File: config.mk
export PLATFORM = sky130hd
export DESIGN_NAME = sha_sweep_ctrl
export DESIGN_NICKNAME = d
export VERILOG_FILES = /design/src/rtl/sha_sweep_ctrl_pkg.sv /design/src/rtl/sha_nonce_counter.sv /design/src/rtl/sha_sweep_ctrl.sv
export SDC_FILE = /design/constraint.sdc
export NUM_CORES = 1
export LEC_CHECK = 0
export ABC_AREA = 1
export CORE_UTILIZATION = 50
export CTS_BUF_LIST = sky130_fd_sc_hd__clkbuf_16
export CTS_CLUSTER_SIZE = 28
export DETAILED_ROUTE_END_ITERATION = 10
export GPL_ROUTABILITY_DRIVEN = 0
export PLACE_DENSITY_LB_ADDON = 0.15
export REMOVE_ABC_BUFFERS = 1
export SLEW_MARGIN = 20
export SYNTH_ARGS = -nofsm -noshare
export SYNTH_HDL_FRONTEND = slang
export SYNTH_SLANG_ARGS = --single-unit
File: constraint.sdc
create_clock -name clk -period 4.05 [get_ports clk]
set_input_delay 0.405 -clock clk [delete_from_list [all_inputs] [get_ports clk]]
set_output_delay 0.405 -clock clk [all_outputs]
set_load 0.005 [all_outputs]
File: src/rtl/sha_sweep_ctrl_pkg.sv
// Shared state encoding and widths for the nonce-sweep controller that sequences the SHA-256 compression datapath.
package sha_sweep_ctrl_pkg;

  localparam int ROUNDS_DEF = 64;
  localparam int NONCE_W    = 32;
  localparam int RIDX_W     = 6;

  typedef enum logic [2:0] {
    ST_IDLE  = 3'd0,
    ST_INIT  = 3'd1,
    ST_ROUND = 3'd2,
    ST_FINAL = 3'd3,
    ST_VALID = 3'd4,
    ST_DONE  = 3'd5
  } state_e;

endpackage

File: src/rtl/sha_nonce_counter.sv
// Nonce register plus a down-counter of nonces left in the sweep.
// The last-nonce decision uses the down-counter only, so nonce wrap at 2^32 is harmless.
module sha_nonce_counter
  import sha_sweep_ctrl_pkg::*;
#(
  parameter logic [NONCE_W-1:0] NONCE_BASE  = '0,
  parameter int                 NONCE_COUNT = 4
) (
  input  logic               clk,
  input  logic               rst,
  input  logic               load,
  input  logic               advance,
  output logic [NONCE_W-1:0] nonce,
  output logic               last_nonce
);

  localparam logic [31:0] LEFT_INIT = 32'(NONCE_COUNT - 1);

  logic [31:0] left;

  always_ff @(posedge clk or posedge rst) begin
    if (rst) begin
      nonce <= NONCE_BASE;
      left  <= LEFT_INIT;
    end else if (load) begin
      nonce <= NONCE_BASE;
      left  <= LEFT_INIT;
    end else if (advance) begin
      nonce <= nonce + 32'd1;
      left  <= left - 32'd1;
    end
  end

  assign last_nonce = (left == 32'd0);

endmodule

File: src/rtl/sha_sweep_ctrl.sv
// Responder-side sweep controller: accepts start, walks NONCE_COUNT nonces through
// init / ROUNDS rounds / final add / digest strobe, counts hits and reports found_all.
module sha_sweep_ctrl
  import sha_sweep_ctrl_pkg::*;
#(
  parameter logic [NONCE_W-1:0] NONCE_BASE  = 32'h0000_0000,
  parameter int                 NONCE_COUNT = 4,
  parameter int                 ROUNDS      = ROUNDS_DEF
) (
  input  logic               clk,
  input  logic               rst,
  input  logic               start,
  input  logic               abort,
  input  logic               hit,
  output logic               ready,
  output logic               init_state,
  output logic               round_en,
  output logic [RIDX_W-1:0]  round_idx,
  output logic               final_add,
  output logic               digest_valid,
  output logic [NONCE_W-1:0] nonce,
  output logic               found_all,
  output logic [31:0]        hit_count,
  output logic [NONCE_W-1:0] first_hit_nonce
);

  if (NONCE_COUNT < 1) begin : g_bad_nonce_count
    $error("sha_sweep_ctrl: NONCE_COUNT must be >= 1");
  end
  if (ROUNDS < 1 || ROUNDS > 64) begin : g_bad_rounds
    $error("sha_sweep_ctrl: ROUNDS must be within 1..64");
  end

  localparam logic [RIDX_W-1:0] LAST_RND = RIDX_W'(ROUNDS - 1);

  function automatic logic [31:0] sat_inc(input logic [31:0] v);
    return (v == 32'hFFFF_FFFF) ? v : v + 32'd1;
  endfunction

  state_e state, state_d;
  logic   load, advance, last_nonce;

  always_comb begin
    state_d = state;
    case (state)
      ST_IDLE:  if (start) state_d = ST_INIT;
      ST_INIT:  state_d = abort ? ST_IDLE : ST_ROUND;
      ST_ROUND: begin
        if (abort)                       state_d = ST_IDLE;
        else if (round_idx == LAST_RND)  state_d = ST_FINAL;
      end
      ST_FINAL: state_d = abort ? ST_IDLE : ST_VALID;
      ST_VALID: begin
        if (abort)           state_d = ST_IDLE;
        else if (last_nonce) state_d = ST_DONE;
        else                 state_d = ST_INIT;
      end
      ST_DONE:  if (!start) state_d = ST_IDLE;
      default:  state_d = ST_IDLE;
    endcase
  end

  assign load    = (state == ST_IDLE) && start;
  assign advance = (state == ST_VALID) && (state_d == ST_INIT);

  // Moore outputs are registered from the next state so they change cleanly at the edge.
  always_ff @(posedge clk or posedge rst) begin
    if (rst) begin
      state        <= ST_IDLE;
      ready        <= 1'b1;
      init_state   <= 1'b0;
      round_en     <= 1'b0;
      round_idx    <= '0;
      final_add    <= 1'b0;
      digest_valid <= 1'b0;
      found_all    <= 1'b0;
    end else begin
      state        <= state_d;
      ready        <= (state_d == ST_IDLE);
      init_state   <= (state_d == ST_INIT);
      round_en     <= (state_d == ST_ROUND);
      round_idx    <= (state_d == ST_ROUND && state == ST_ROUND) ? round_idx + 1'b1 : '0;
      final_add    <= (state_d == ST_FINAL);
      digest_valid <= (state_d == ST_VALID);
      found_all    <= (state_d == ST_DONE);
    end
  end

  // hit_count never returns to zero once it leaves it, so zero marks "no hit yet".
  always_ff @(posedge clk or posedge rst) begin
    if (rst) begin
      hit_count       <= '0;
      first_hit_nonce <= '0;
    end else if (load) begin
      hit_count       <= '0;
      first_hit_nonce <= '0;
    end else if (state == ST_VALID && hit) begin
      if (hit_count == 32'd0) first_hit_nonce <= nonce;
      hit_count <= sat_inc(hit_count);
    end
  end

  sha_nonce_counter #(
    .NONCE_BASE  (NONCE_BASE),
    .NONCE_COUNT (NONCE_COUNT)
  ) u_nonce (
    .clk        (clk),
    .rst        (rst),
    .load       (load),
    .advance    (advance),
    .nonce      (nonce),
    .last_nonce (last_nonce)
  );

endmodule
Word-level counts from Yosys, hierarchy flattened:

Cells that the tools add are included.

* register bits: 143
* input bits: 5
* output and inout bits: 108

* add/sub/neg operators: 4
* equality and inequality tests: 13
* muxes and demuxes: 20
* reduce and logical (&&, ||, !) cells: 13

Operator list (number)
* $mux 32: 10
* $add 32x1->32 const B: 2
* $logic_not 32->1: 2
* $eq 32x32->1 const B: 1
* $sub 32x1->32 const B: 1
* $mux 3: 7
* $pmux 3 s6: 1
* $eq 3x2->1 const B: 4
* $eq 3x3->1 const B: 4
* $add 6x1->6 const B: 1
* $eq 3x1->1 const B: 2
* $eq 6x6->1 const B: 1
* $logic_not 3->1: 2
* $mux 6: 1
* $reduce_bool 2->1: 3
* $logic_and 1x1->1: 4
* $reduce_and 2->1: 2
* $mux 2: 1
* $ne 2x2->1 const B: 1

Logic depth before layout (Yosys ltp):

* word-level depth: 8
* depth in mapped cells: 12

Modules after synthesis:

A second synthesis with hierarchy kept.

* cells, all modules: 1150
* area total of the unflattened synthesis: 8265.4 um^2

By module, submodules not included
* sha_sweep_ctrl: times used 1, cells each 598, area an instance 4329.2 um^2, seq. area each 1978.1 um^2
* sha_nonce_counter: times used 1, cells each 552, area an instance 3936.3 um^2, seq. area each 1604.0 um^2

Worst setup path before layout:

OpenSTA, ideal clock, no wires.

* path kind: register to register
* start: register hit_count[0]
* end: register hit_count[10]
* data arrival time: 1.672 ns
* data required time: 3.927 ns
* path slack: 2.255 ns
* cell stages (with the launch flop): 12
* buffers on the path: 1
* period minus slack after synthesis: 1.795 ns
* cell sequence: dfrtp_1 > ha_1 > inv_2 > nor2_4 > nand2_2 > nor2_4 > nand2_2 > o21ai_4 > inv_2 > buf_2 > nand2_1 > o21ai_1

* cells in the longest elaborated chain, start to end: 4
* elaborated cells between the ends (all ways): 7
* classes of those cells: add/sub: 1; eq/ne: 2; mux: 3; reduce/logical: 1

RTL lines
* start: declaration: line sha_sweep_ctrl.sv:23 `output logic [31:0] hit_count,`
* start signal: assignment: line sha_sweep_ctrl.sv:99 `hit_count <= sat_inc(hit_count);`
* $add 32x1->32: line sha_sweep_ctrl.sv:37 `return (v == 32'hFFFF_FFFF) ? v : v + 32'd1;`
* $mux 32: line sha_sweep_ctrl.sv:37
* $mux 32: line sha_sweep_ctrl.sv:97 `end else if (state == ST_VALID && hit) begin`
* $mux 32: line sha_sweep_ctrl.sv:94 `end else if (load) begin`

Parallel ways exist; a longest one is shown, timed or not. The select of a mux whose other input is x is not followed.
A chain may end at the register's enable or synchronous reset.

Worst setup path in the final report:

* start: register hit_count[0]
* end: register hit_count[30]

The elaborated chain is that of the path after synthesis.

==> flow_summary_export.csv <==
group,metric,value,unit
run_status,status,"completed",
sta,rsz0062_at_grt,"no",
layout,design_area,10500,um^2
yosys,syn_area_per_cell,6.72,um^2
worst_setup_path,cp.required,4.36,ns
detailed_routing,routed_via_density,5.32,
yosys,synth-edff-count,0,
power_and_ir_drop,p_sw,2390,uW
clock_network,cts_buffers,17,
power_and_ir_drop,p_int,3360,uW
sta,slew_viol_final,0,
grt,grt_pass1_wl,39000,um
placement,dpl_cell_area,9910,um^2
layout,antenna_cells,0,
detailed_routing,wire_per_inst,14.4,um
yosys,synth.most_common_cell,"nand2_1",
detailed_routing,num_vias,8575,
sta,finClkSkew,0.0118,ns
power_and_ir_drop,p_seq_share,34.4,%
worst_setup_path,worstSetupPathType,"reg -> reg",
power_and_ir_drop,swShare,41.6,%
clock_network,htree_levels,4,
sta,fin_crit_sh,64.9,%
yosys,synth_area,8610,um^2
clock_network,cts-root-buf,"clkbuf_16",
yosys,synth_seq_cells,143,
worst_setup_path,cpPeakStageDelay,0.64,ns
power_and_ir_drop,clockPowerShare,27.8,%
placement,hpwl,16200,um
layout,final_net_count,1391,
sta,setup_violations,0,
yosys,seq_area_frac_synth,41.6,%
flow_run,drv_cap,0,
grt,grt_pass1_vias,7823,
yosys,synth.distinct_cells,31,
detailed_routing,ant_nets,0,
power_and_ir_drop,p_leak,0.00475,uW
die,ioPinCount,113,
sta,period_minus_slack,2.63,ns
die,die-area,17700,um^2
clock_network,clk_pin_slew_worst_paths,0.06,ns
sta,hold_viol,0,
die,start_util,51.5,%
die,fp.coreArea,16700,um^2
layout,drive_gt1_share,4.09,%
yosys,async_reset_ff_share,100,%
yosys,yosys-top-cells-count,"nand2_1, nor2_1, nand3_1, dfrtp_1, inv_1",
sta,worstMarginPinSlew,0.811,ns
layout,n_fill_cell,1533,
worst_setup_path,end_kind,"register",
detailed_routing,first_pass_iters,6,
worst_setup_path,slowest_stage,"o21ai_4",
clock_network,worst_skew_pair.late_latency,0.43,ns
yosys,synth_area_leaders,"dfrtp_1, nand2_1, nor2_1, nand3_1, inv_1",
sta,maxSlewHeadroom,45.7,%
clock_network,cts_hold_buf,0,
yosys,synth_top_area_cell,"dfrtp_1",
yosys,synth_flop_cell,"dfrtp_1",
worst_setup_path,critPathMaxFanout,33,
clock_network,clock_sink_count,143,
power_and_ir_drop,pwr-share-comb,37.8,%
worst_setup_path,cp_top_family,"compound AO/OA/AOI/OAI gates",
yosys,synth_top_area_share,40.7,%
die,dieWidth,133,um
clock_network,tritoncts,"yes",
placement,portBuffers,112,
grt,grt_max_degree,79,
worst_setup_path,critPathLaunchType,"register",
grt,antenna_found_initial,0,
clock_network,cts.repair.resized,0,
worst_setup_path,path_buf_inv,2,
detailed_routing,wl,23200,um
layout,syn2layout_area_growth,22.1,%
die,die_h,133,um
yosys,yosys_warnings,0,
layout,final_util,63.0,%
yosys,netlist_instances,1281,
detailed_routing,drtIter0Drc,702,
die,rows,47,
detailed_routing,route.detailed.drc,0,
clock_network,cts_buffer_depth,2,
sta,fmax,381,MHz
power_and_ir_drop,p_per_area,547,nW/um^2
power_and_ir_drop,vdd_drop_max,338,uV
clock_network,cts_setup_buffers,0,
min_path,hp-class,"in -> async",
grt,grt_overflow,0,
worst_setup_path,worstPathCellList,"ha_1 > inv_2 > nor2_4 > nand2_2 > nor2_4 > nand2_2 > o21ai_4 > buf_4 > o21ai_0",
grt,grt_use_total,27.5,%
worst_setup_path,arrival,2.93,ns
flip-flops by register name, indices dropped and copies added (netlist names):
name,cells
round_en,1
found_all,1
ready,1
state,3
digest_valid,1
u_nonce.left,32
round_idx,6
init_state,1
hit_count,32
final_add,1
u_nonce.nonce,32
first_hit_nonce,32
stage by stage:
step	setup TNS [ns]	worst slack, ns	hold slack, ns	std cells	total power [uW]
after floorplan	-114.29	-1.61	0.456	1239	3400
after global placement	0	1.43	0.468	1581	4090
after detailed placement	0	1.39	0.468	1581	4140
after CTS	0	1.42	0.480	1613	5760
after global routing	0	1.17	0.505	1613	6180
final	0	1.42	0.471	1613	5750
final timing paths:
path	depth (start not counted)	start	end	slack, ns
max in group asynchronous	3	rst	ready	2.75
hold reg to reg	2	u_nonce.left[1]	u_nonce.left[1]	0.48
setup reg to reg	9	hit_count[0]	hit_count[30]	1.42
hold / removal	2	rst	round_idx[5]	0.47
setup / recovery	9	hit_count[0]	hit_count[30]	1.42
min in group clk	2	u_nonce.left[1]	u_nonce.left[1]	0.48
worst reg2reg max path, stage by stage (launching register included):
cell and delay [ns]:
dfrtp_1 0.45, ha_1 0.32, inv_2 0.08, nor2_4 0.19, nand2_2 0.11, nor2_4 0.17
nand2_2 0.08, o21ai_4 0.64, buf_4 0.35, o21ai_0 0.12
power groups by stage:
stage	Clock, uW	Combinational [uW]	Sequential, uW
global route	1690	2470	2010
detailed placement	0	2140	1990
floorplan	0	1500	1900
CTS	1620	2170	1970
finish	1600	2180	1980
global placement	0	2100	1990
placed cells by master (no fill, tap or decap), drive strengths merged:
| cell type | count |
|---|---|
| nor3b | 1 |
| nor3 | 10 |
| ha | 6 |
| o211ai | 1 |
| inv | 95 |
| nand4 | 22 |
| or2 | 3 |
| bufinv | 3 |
| dfstp | 3 |
| xor2 | 27 |
| buf | 10 |
| nor2 | 229 |
| dfrtp | 140 |
| o21ai | 72 |
| xnor2 | 13 |
| clkdlybuf4s50 | 112 |
| clkinv | 3 |
| clkinvlp | 5 |
| and2 | 1 |
| clkbuf | 17 |
| o21bai | 5 |
| nand3b | 3 |
| a21oi | 4 |
| nor4 | 1 |
| nand2 | 447 |
| nand3 | 160 |
area by class of cell:
cell class	count	area (um^2)	share of cell area, %
Clock inverter	15	174	1.65
Sequential cell	143	3580	34.1
Clock buffer	17	425	4.05
Multi-Input combinational cell	1005	4500	42.8
Inverter	91	347	3.30
Tap cell	220	275	2.62
Timing Repair Buffer	122	1210	11.5
cell families (layout without fill, tap and decap cells):
logic type | count (synthesis) | count (layout) | synth area share (%)
compound gates | 82 | 82 | 5.07
xor+xnor | 40 | 40 | 4.07
fa+ha+maj | 6 | 6 | 0.872
buf+inv | 133 | 245 | 6.47
flops | 143 | 143 | 41.6
simple gates | 877 | 877 | 41.9
per-layer routing:
metal | part of all wire [%] | track usage (%) | up-vias
met2 | 47 | 44.9 | 285
met4 | 1.4 | 7.51 | 0
met3 | 6.6 | 5.14 | 26
met5 | 0 | 0 | -
li1 | - | - | 4265
met1 | 45 | 37.4 | 3999
(Power assumes the default switching activity.)
